## src/rtl/bomb_controller.sv

```systemverilog
// bomb_controller: countdown controller for the bomb detonator.
// It takes debounced button levels and detects their rising edges internally.
// It runs the SET / ARMED / DEFUSED / EXPLODED state machine.
// Time is kept in BCD so the 7-segment decoder reads tens/ones directly.
//
// Ports:
//   clk, rst_n        system clock, asynchronous active-low reset
//   btn_inc           debounced level: increment set time
//   btn_start         debounced level: arm, or restart after the end
//   btn_defuse        debounced level: defuse while armed
//   tens, ones        BCD digits of the remaining or set time (registered)
//   armed, defused,
//   exploded          one-hot state indicators, all zero in SET (registered)
//   blink             LED blink drive (registered)
//
// Optional feature: define BOMB_INC_REPEAT_EN to enable auto-repeat on a
// held btn_inc while in SET (one extra increment every REPEAT_CYCLES).
module bomb_controller #(
  parameter int TICK_CYCLES   = 50_000_000,
  parameter int INIT_TIME     = 30,
  parameter int MAX_TIME      = 99,
  parameter int REPEAT_CYCLES = 12_500_000
) (
  input  logic       clk,
  input  logic       rst_n,
  input  logic       btn_inc,
  input  logic       btn_start,
  input  logic       btn_defuse,
  output logic [3:0] tens,
  output logic [3:0] ones,
  output logic       armed,
  output logic       defused,
  output logic       exploded,
  output logic       blink
);

  typedef enum logic [1:0] {
    ST_SET,
    ST_ARMED,
    ST_DEFUSED,
    ST_EXPLODED
  } state_t;

  localparam int PW = $clog2(TICK_CYCLES);

  localparam logic [PW-1:0] TICK_LAST = PW'(TICK_CYCLES - 1);
  localparam logic [PW-1:0] TICK_HALF = PW'(TICK_CYCLES / 2);

  localparam logic [3:0] INIT_TENS = 4'(INIT_TIME / 10);
  localparam logic [3:0] INIT_ONES = 4'(INIT_TIME % 10);
  localparam logic [3:0] MAX_TENS  = 4'(MAX_TIME / 10);
  localparam logic [3:0] MAX_ONES  = 4'(MAX_TIME % 10);

  state_t        state;
  state_t        state_nxt;
  logic [PW-1:0] pre;
  logic [PW-1:0] pre_nxt;
  logic [3:0]    tens_nxt;
  logic [3:0]    ones_nxt;
  logic          armed_nxt;
  logic          defused_nxt;
  logic          exploded_nxt;
  logic          blink_nxt;

  // Edge detection. The press pulses are registered, so a level first
  // sampled high at edge k acts on the state machine at edge k+1.
  logic prev_inc;
  logic prev_start;
  logic prev_defuse;
  logic press_inc;
  logic press_start;
  logic press_defuse;

  logic rep_fire;
  logic inc_evt;
  logic time_zero;
  logic time_max;
  logic time_one;

  always_ff @(posedge clk or negedge rst_n) begin
    if (!rst_n) begin
      prev_inc     <= 1'b0;
      prev_start   <= 1'b0;
      prev_defuse  <= 1'b0;
      press_inc    <= 1'b0;
      press_start  <= 1'b0;
      press_defuse <= 1'b0;
    end else begin
      prev_inc     <= btn_inc;
      prev_start   <= btn_start;
      prev_defuse  <= btn_defuse;
      press_inc    <= btn_inc & ~prev_inc;
      press_start  <= btn_start & ~prev_start;
      press_defuse <= btn_defuse & ~prev_defuse;
    end
  end

`ifdef BOMB_INC_REPEAT_EN
  // Auto-repeat: counts cycles of continuous hold (level high on two
  // consecutive samples) while in SET. Each wrap adds one increment.
  localparam int RW = (REPEAT_CYCLES > 1) ? $clog2(REPEAT_CYCLES) : 1;
  localparam logic [RW-1:0] REP_LAST = RW'(REPEAT_CYCLES - 1);

  logic [RW-1:0] rep_cnt;
  logic          holding;

  assign holding  = (state == ST_SET) && btn_inc && prev_inc;
  assign rep_fire = holding && (rep_cnt == REP_LAST);

  always_ff @(posedge clk or negedge rst_n) begin
    if (!rst_n) begin
      rep_cnt <= '0;
    end else if (!holding || rep_fire) begin
      rep_cnt <= '0;
    end else begin
      rep_cnt <= rep_cnt + 1'b1;
    end
  end
`else
  assign rep_fire = 1'b0;
`endif

  assign inc_evt   = press_inc | rep_fire;
  assign time_zero = (tens == 4'd0) && (ones == 4'd0);
  assign time_one  = (tens == 4'd0) && (ones == 4'd1);
  assign time_max  = (tens == MAX_TENS) && (ones == MAX_ONES);

  // State, time and prescaler register; status outputs are registered
  // copies of the decoded next state so every output comes from a flop.
  always_ff @(posedge clk or negedge rst_n) begin
    if (!rst_n) begin
      state    <= ST_SET;
      pre      <= '0;
      tens     <= INIT_TENS;
      ones     <= INIT_ONES;
      armed    <= 1'b0;
      defused  <= 1'b0;
      exploded <= 1'b0;
      blink    <= 1'b0;
    end else begin
      state    <= state_nxt;
      pre      <= pre_nxt;
      tens     <= tens_nxt;
      ones     <= ones_nxt;
      armed    <= armed_nxt;
      defused  <= defused_nxt;
      exploded <= exploded_nxt;
      blink    <= blink_nxt;
    end
  end

  always_comb begin
    state_nxt = state;
    tens_nxt  = tens;
    ones_nxt  = ones;
    // The prescaler only runs in ARMED; every other path leaves it cleared,
    // which also covers the clear on arming and on restart.
    pre_nxt   = '0;

    unique case (state)
      ST_SET: begin
        // Start is judged on the pre-increment time; a simultaneous
        // increment is dropped.
        if (press_start && !time_zero) begin
          state_nxt = ST_ARMED;
        end else if (press_start) begin
          // Start at 00 is ignored, and the increment is still dropped.
        end else if (inc_evt) begin
          if (time_max) begin
            tens_nxt = 4'd0;
            ones_nxt = 4'd0;
          end else if (ones == 4'd9) begin
            tens_nxt = tens + 4'd1;
            ones_nxt = 4'd0;
          end else begin
            ones_nxt = ones + 4'd1;
          end
        end
      end

      ST_ARMED: begin
        // Defuse beats a coincident final tick: time stays frozen.
        if (press_defuse) begin
          state_nxt = ST_DEFUSED;
        end else if (pre == TICK_LAST) begin
          if (ones == 4'd0) begin
            tens_nxt = tens - 4'd1;
            ones_nxt = 4'd9;
          end else begin
            ones_nxt = ones - 4'd1;
          end
          if (time_one) begin
            state_nxt = ST_EXPLODED;
          end
        end else begin
          pre_nxt = pre + 1'b1;
        end
      end

      ST_DEFUSED, ST_EXPLODED: begin
        if (press_start) begin
          state_nxt = ST_SET;
          tens_nxt  = INIT_TENS;
          ones_nxt  = INIT_ONES;
        end
      end

      default: begin
        state_nxt = ST_SET;
      end
    endcase

    armed_nxt    = (state_nxt == ST_ARMED);
    defused_nxt  = (state_nxt == ST_DEFUSED);
    exploded_nxt = (state_nxt == ST_EXPLODED);
    blink_nxt    = ((state_nxt == ST_ARMED) && (pre_nxt < TICK_HALF)) ||
                   (state_nxt == ST_EXPLODED);
  end

endmodule

```

## config.mk

```make
export PLATFORM = sky130hd
export DESIGN_NAME = bomb_controller
export DESIGN_NICKNAME = d
export VERILOG_FILES = /design/src/rtl/bomb_controller.sv
export SDC_FILE = /design/constraint.sdc
export NUM_CORES = 1
export LEC_CHECK = 0
export ABC_AREA = 1
export CAP_MARGIN = 10
export CORE_MARGIN = 2
export CORE_UTILIZATION = 30
export DETAILED_ROUTE_END_ITERATION = 16
export PLACE_DENSITY = 0.44
export SLEW_MARGIN = 10
export SYNTH_ARGS = -nofsm -noshare
export SYNTH_HDL_FRONTEND = slang
export SYNTH_SLANG_ARGS = --single-unit
```

## constraint.sdc

```tcl
create_clock -name clk -period 2.1 [get_ports clk]
set_input_delay 0.42 -clock clk [delete_from_list [all_inputs] [get_ports clk]]
set_output_delay 0.42 -clock clk [all_outputs]
set_load 0.05 [all_outputs]
```

==> Word-level counts from Yosys, hierarchy flattened <==
Index checks and enable logic that the tools add are counted.
{ "totals": {"word_cells": 86, "in_bits": 5, "ff_bits": 46} }
{ "op_classes": {"n_bitwise": 6, "order_cmp": 1, "reduce_logical": 13, "muxes": 29, "add_sub_neg": 5, "eq_ne": 18} }
{ "ops": {"columns": ["op", "n"], "rows": [
  ["26-bit 2-to-1 mux", 3],
  ["4-bit 2-to-1 mux", 18],
  ["26-bit by 1-bit adder with 26-bit output, second input constant", 1],
  ["26-bit == test, second input constant", 1],
  ["26-bit by 25-bit less-than comparator with 1-bit output, second input constant", 1],
  ["4-bit one-hot mux with 3 select lines", 2],
  ["2-bit != test, second input constant", 7],
  ["2-bit 2-to-1 mux", 5],
  ["4-bit by 1-bit adder with 4-bit output, second input constant", 2],
  ["2-bit == test, second input constant", 4],
  ["4-bit == test, second input constant", 2],
  ["4-bit zero test", 2],
  ["8-bit AND reduction", 1],
  ["4-bit by 1-bit subtractor with 4-bit output, second input constant", 2],
  ["2-bit one-hot mux with 3 select lines", 1],
  ["6-bit AND reduction", 1],
  ["1-bit logical AND", 5],
  ["2-bit by 1-bit == test with 1-bit output, second input constant", 2],
  ["4-bit by 1-bit == test with 1-bit output, second input constant", 1],
  ["1-bit AND", 3],
  ["3-bit != test, second input constant", 1],
  ["1-bit NOT", 3],
  ["2-bit zero test", 1],
  ["2-bit OR reduction", 1],
  ["2 further kinds", 2]
]} }

==> Depth between registers and ports, before layout <==
{ "logic_depth": {"depth_word": 9, "mapped_depth": 13, "mapped_depth_nobuf": 13} }

==> Worst setup path after synthesis <==
OpenSTA, ideal clock, no wires.
{ "synth_path": {"path_kind": "flip-flop to flip-flop", "startpoint": "register tens[0]", "endpoint": "register blink", "path_stages_with_launch": 12, "slack_ns": 0.115, "required_time_ns": 2.034, "synth_period_minus_slack_ns": 1.985, "t_arrival_ns": 1.919, "setup_time_ns": 0.066, "cell_sequence": "dfstp_2 -> inv_1 -> ha_1 -> nand3_1 -> o21ai_1 -> a21oi_1 -> nand3_1 -> nor2_4 -> nand2_2 -> nor2_1 -> nand2_1 -> nand3_2"} }
{ "synth_between": {"elab_chain_cells": 9} }
{ "synth_lines": {"columns": ["item", "line", "source"], "rows": [
  ["from (decl)", "29", "output logic [3:0] tens,"],
  ["from (signal assigned)", "143", "tens <= tens_nxt;"],
  ["4-bit zero test *", "124, 125", null],
  ["1-bit logical AND, on equally long branches", "125, 124", null],
  ["2-bit 2-to-1 mux or 1-bit zero test (tied branches)", "192, 164", null],
  ["2-bit 2-to-1 mux or 1-bit logical AND (tied branches)", "185, 164", null],
  ["2-bit 2-to-1 mux, on equally long branches", "183, 164", null],
  ["2-bit one-hot mux with 3 select lines *", "160", "unique case (state)"],
  ["named net state_nxt[0]", "55", "state_t state_nxt;"],
  ["2-bit by 1-bit == test with 1-bit output", "216", "blink_nxt = ((state_nxt == ST_ARMED) && (pre_nxt < TICK_HALF)) ||"],
  ["1-bit logical AND", "216", null],
  ["1-bit logical OR *", "216", null],
  ["named net blink_nxt", "63", "logic blink_nxt;"],
  ["to (signal assigned)", "148", "blink <= blink_nxt;"],
  ["to (decl)", "34", "output logic blink"]
]} }
The timed path passes the listed nets; every way through them passes the cells marked *.
A chain may end at the register's enable or synchronous reset.

==> Worst setup path after layout <==
{ "layout_path": {"startpoint": "register ones[2]", "endpoint": "output ones[2]"} }
{ "layout_rtl": {"columns": ["item", "line", "source"], "rows": [
  ["from (decl)", "30", "output logic [3:0] ones,"],
  ["from (signal assigned)", "144", "ones <= ones_nxt;"]
]} }
No word-level cell between the ends.

==> impl_metrics.json <==
{
  "grt_pass1_vias": 2553,
  "io_pins": 17,
  "finalMaxSlewViolations": 0,
  "ir_drop_v": 0.000385,
  "drcViolationCount": 0,
  "port_buffers": 16,
  "avgRoutedWirePerCell_um": 13.5,
  "syn-num-nets": 420,
  "p_leak_uw": 0.00160,
  "numCtsBuffers": 5,
  "clkPwrFrac_pct": 18.9,
  "num_rows": 36,
  "ctsHtreeMaxLevel": 2,
  "startpoint_type": "flop",
  "arrival_ps": 1570,
  "drive_gt1_share_pct": 14.6,
  "hp-class": "in -> async",
  "rsz0062_at_grt": "no",
  "wirelength_um": 7700,
  "pre_cts_ws_ps": 177,
  "die_h_um": 103,
  "power_frac_comb_pct": 47.7,
  "final_cell_mix": "nand2_1 (85), nor2_1 (77), inv_1 (62)",
  "crit_slowest_cell": "clkdlybuf4s50_1",
  "synth_area_per_cell_um2": 7.22,
  "synth_cells": 410,
  "layout_min_cycle_time_ps": 1990,
  "ys_seq_elements": 46,
  "antenna_cells": 0,
  "worst_pin_slew_ps": 572,
  "die_w_um": 103,
  "intPower_uw": 1950,
  "grt_pass1_wl_um": 12800,
  "setup_viol": 0,
  "rr_startpoint": "tens[0]",
  "worst_hold_slack_ps": 99.6,
  "r2r_end": "blink",
  "area_delta_synth_final_pct": 17.2,
  "worst-path-buf-inv": 1,
  "viasPerCell": 4.57,
  "hpwl_um": 6100,
  "cts_sinks": 46,
  "slew_headroom_pct": 61.8,
  "core_area_um2": 9680,
  "ys_types": 36,
  "status": "finished clean",
  "antenna_found_initial": 0,
  "synthArstFlopShare_pct": 100,
  "dr.pass1.iters": 4,
  "sequentialPowerShare_pct": 33.4,
  "switching_share_pct": 45.1,
  "required_ps": 1680,
  "grt_max_degree": 27,
  "r2r_cells": 11,
  "period_share_pct": 94.6,
  "hold_violations": 0,
  "setup_ws_ps": 114,
  "yosysSeqAreaShare_pct": 39.0,
  "mostFrequentLayoutCell": "nand2_1",
  "endpoint_kind": "primary output",
  "fin_nets": 448,
  "clk_pin_slew_ps": 100,
  "clockBufferDepth": 2,
  "path_cells": "clkdlybuf4s50_1",
  "drv_cap": 0,
  "cts_tree": "done",
  "cp_max_fo": 5,
  "startpoint": "ones[2]",
  "start_util_pct": 30.6,
  "crit_family": "buffers and inverters",
  "design.die.area_um2": 10700,
  "grt_use_total_pct": 15.8,
  "place.gp.congestion": 0.826,
  "cts_setup_buffers": 0,
  "critical_path.max_stage_delay_ps": 830,
  "rrSetupSlack_ps": 200,
  "final.setup.tns_ps": 0,
  "crit_type": "reg -> out",
  "syn_area_um2": 2960,
  "fin_skew_ps": 12.5,
  "max_freq_ghz": 0.504,
  "clk_latency_ps": 300,
  "synth_edf_count": 0,
  "vias": 2612,
  "power.net_switching_uw": 1600,
  "post-route-util_pct": 35.8,
  "p_per_area_nw_per_um2": 1020,
  "grt_overflow_total": 0,
  "yosys_most_used_dff": "dfrtp_1",
  "drtIter0Drc": 94,
  "antenna_left": 0,
  "clockRootBuffer": "clkbuf_8",
  "ys_warn_count": 0
}
## state kept, by name, summed over array words and instances (netlist names)
signal        flops
press_defuse      1
prev_start        1
prev_defuse       1
ones              4
armed             1
pre              26
tens              4
defused           1
inc_evt           1
state             2
press_start       1
prev_inc          1
blink             1
exploded          1
## power groups by stage
| stage | Sequential [µW] | Combinational (µW) | Clock (µW) |
|---|---|---|---|
| after global routing | 1210 | 1880 | 742 |
| after CTS | 1180 | 1700 | 715 |
| after detailed placement | 1200 | 1690 | 0 |
| after global placement | 1200 | 1720 | 0 |
| final | 1180 | 1700 | 672 |
| after floorplan | 1510 | 850 | 0 |
## kinds of logic (layout without fill, tap and decap cells)
kind of cell	Yosys count	after routing	share of synthesized area [%]
AOI/OAI and AO/OA	35	35	6.89
xor gates and xnor gates	8	8	2.62
adders and majority gates	5	5	2.11
and+or+nand+nor	248	248	40.6
DFF	46	46	39.0
buffers and inverters	68	97	8.83
## how the worst max path moves through the flow
stage / end / slack, ps / depth (start not counted)
after floorplan: blink / 110 / 11
after global placement: blink / 160 / 11
after detailed placement: blink / 180 / 11
after CTS: tens[2] / 30 / 1
after global routing: blink / 10 / 11
final: ones[2] / 110 / 1
## synth_stat cells (2+ instances only)
library cell / instances / area, µm²
dfrtp_1: 44 / 1100
nor2_2: 8 / 50.1
o21ai_0: 12 / 60.1
inv_2: 4 / 15.0
inv_1: 62 / 233
dfstp_2: 2 / 52.6
nand3b_1: 2 / 15.0
o22ai_1: 2 / 12.5
o21bai_1: 4 / 30.0
nand2_1: 86 / 323
nand2_4: 3 / 33.8
ha_1: 5 / 62.6
o21ai_1: 6 / 30.0
nor2_1: 79 / 297
nand2_2: 7 / 43.8
xor2_1: 4 / 35.0
nor3_1: 4 / 20.0
nand3_1: 31 / 155
and2_1: 2 / 12.5
xnor2_1: 3 / 26.3
nand4_1: 11 / 68.8
nor2_4: 8 / 90.1
a21oi_1: 8 / 40.0
## layout make-up
class                      count  area (µm²)
fill                        1043        6210
timing repair buffer          22         210
clock buffer                   6        72.6
clock inverter                 2        37.5
inverter                      67         256
sequential                    46        1150
multi-input combinational    296        1570
tap                          133         166
## per-layer routing
metal	global-route usage (%)	wire length [µm]	up-vias
met5	0	0	-
met4	5.87	175	0
met3	2.15	166	10
met2	23.9	3370	38
met1	22.9	3990	1222
li1	-	-	1342
## what timing repair did
item | in CTS | in global routing
hold buffers | 0 | 0
endpoints found under the setup margin | 0 | 2
resized for setup | 0 | 9
## stage by stage
stage | total power [µW] | area (µm²) | instances
floorplan | 2360 | 2960 | 410
global placement | 2920 | 3330 | 564
detailed placement | 2890 | 3330 | 564
CTS | 3600 | 3440 | 572
global route | 3830 | 3470 | 572
finish | 3550 | 3470 | 572
Note: power is estimated with default switching activity, not from simulation.
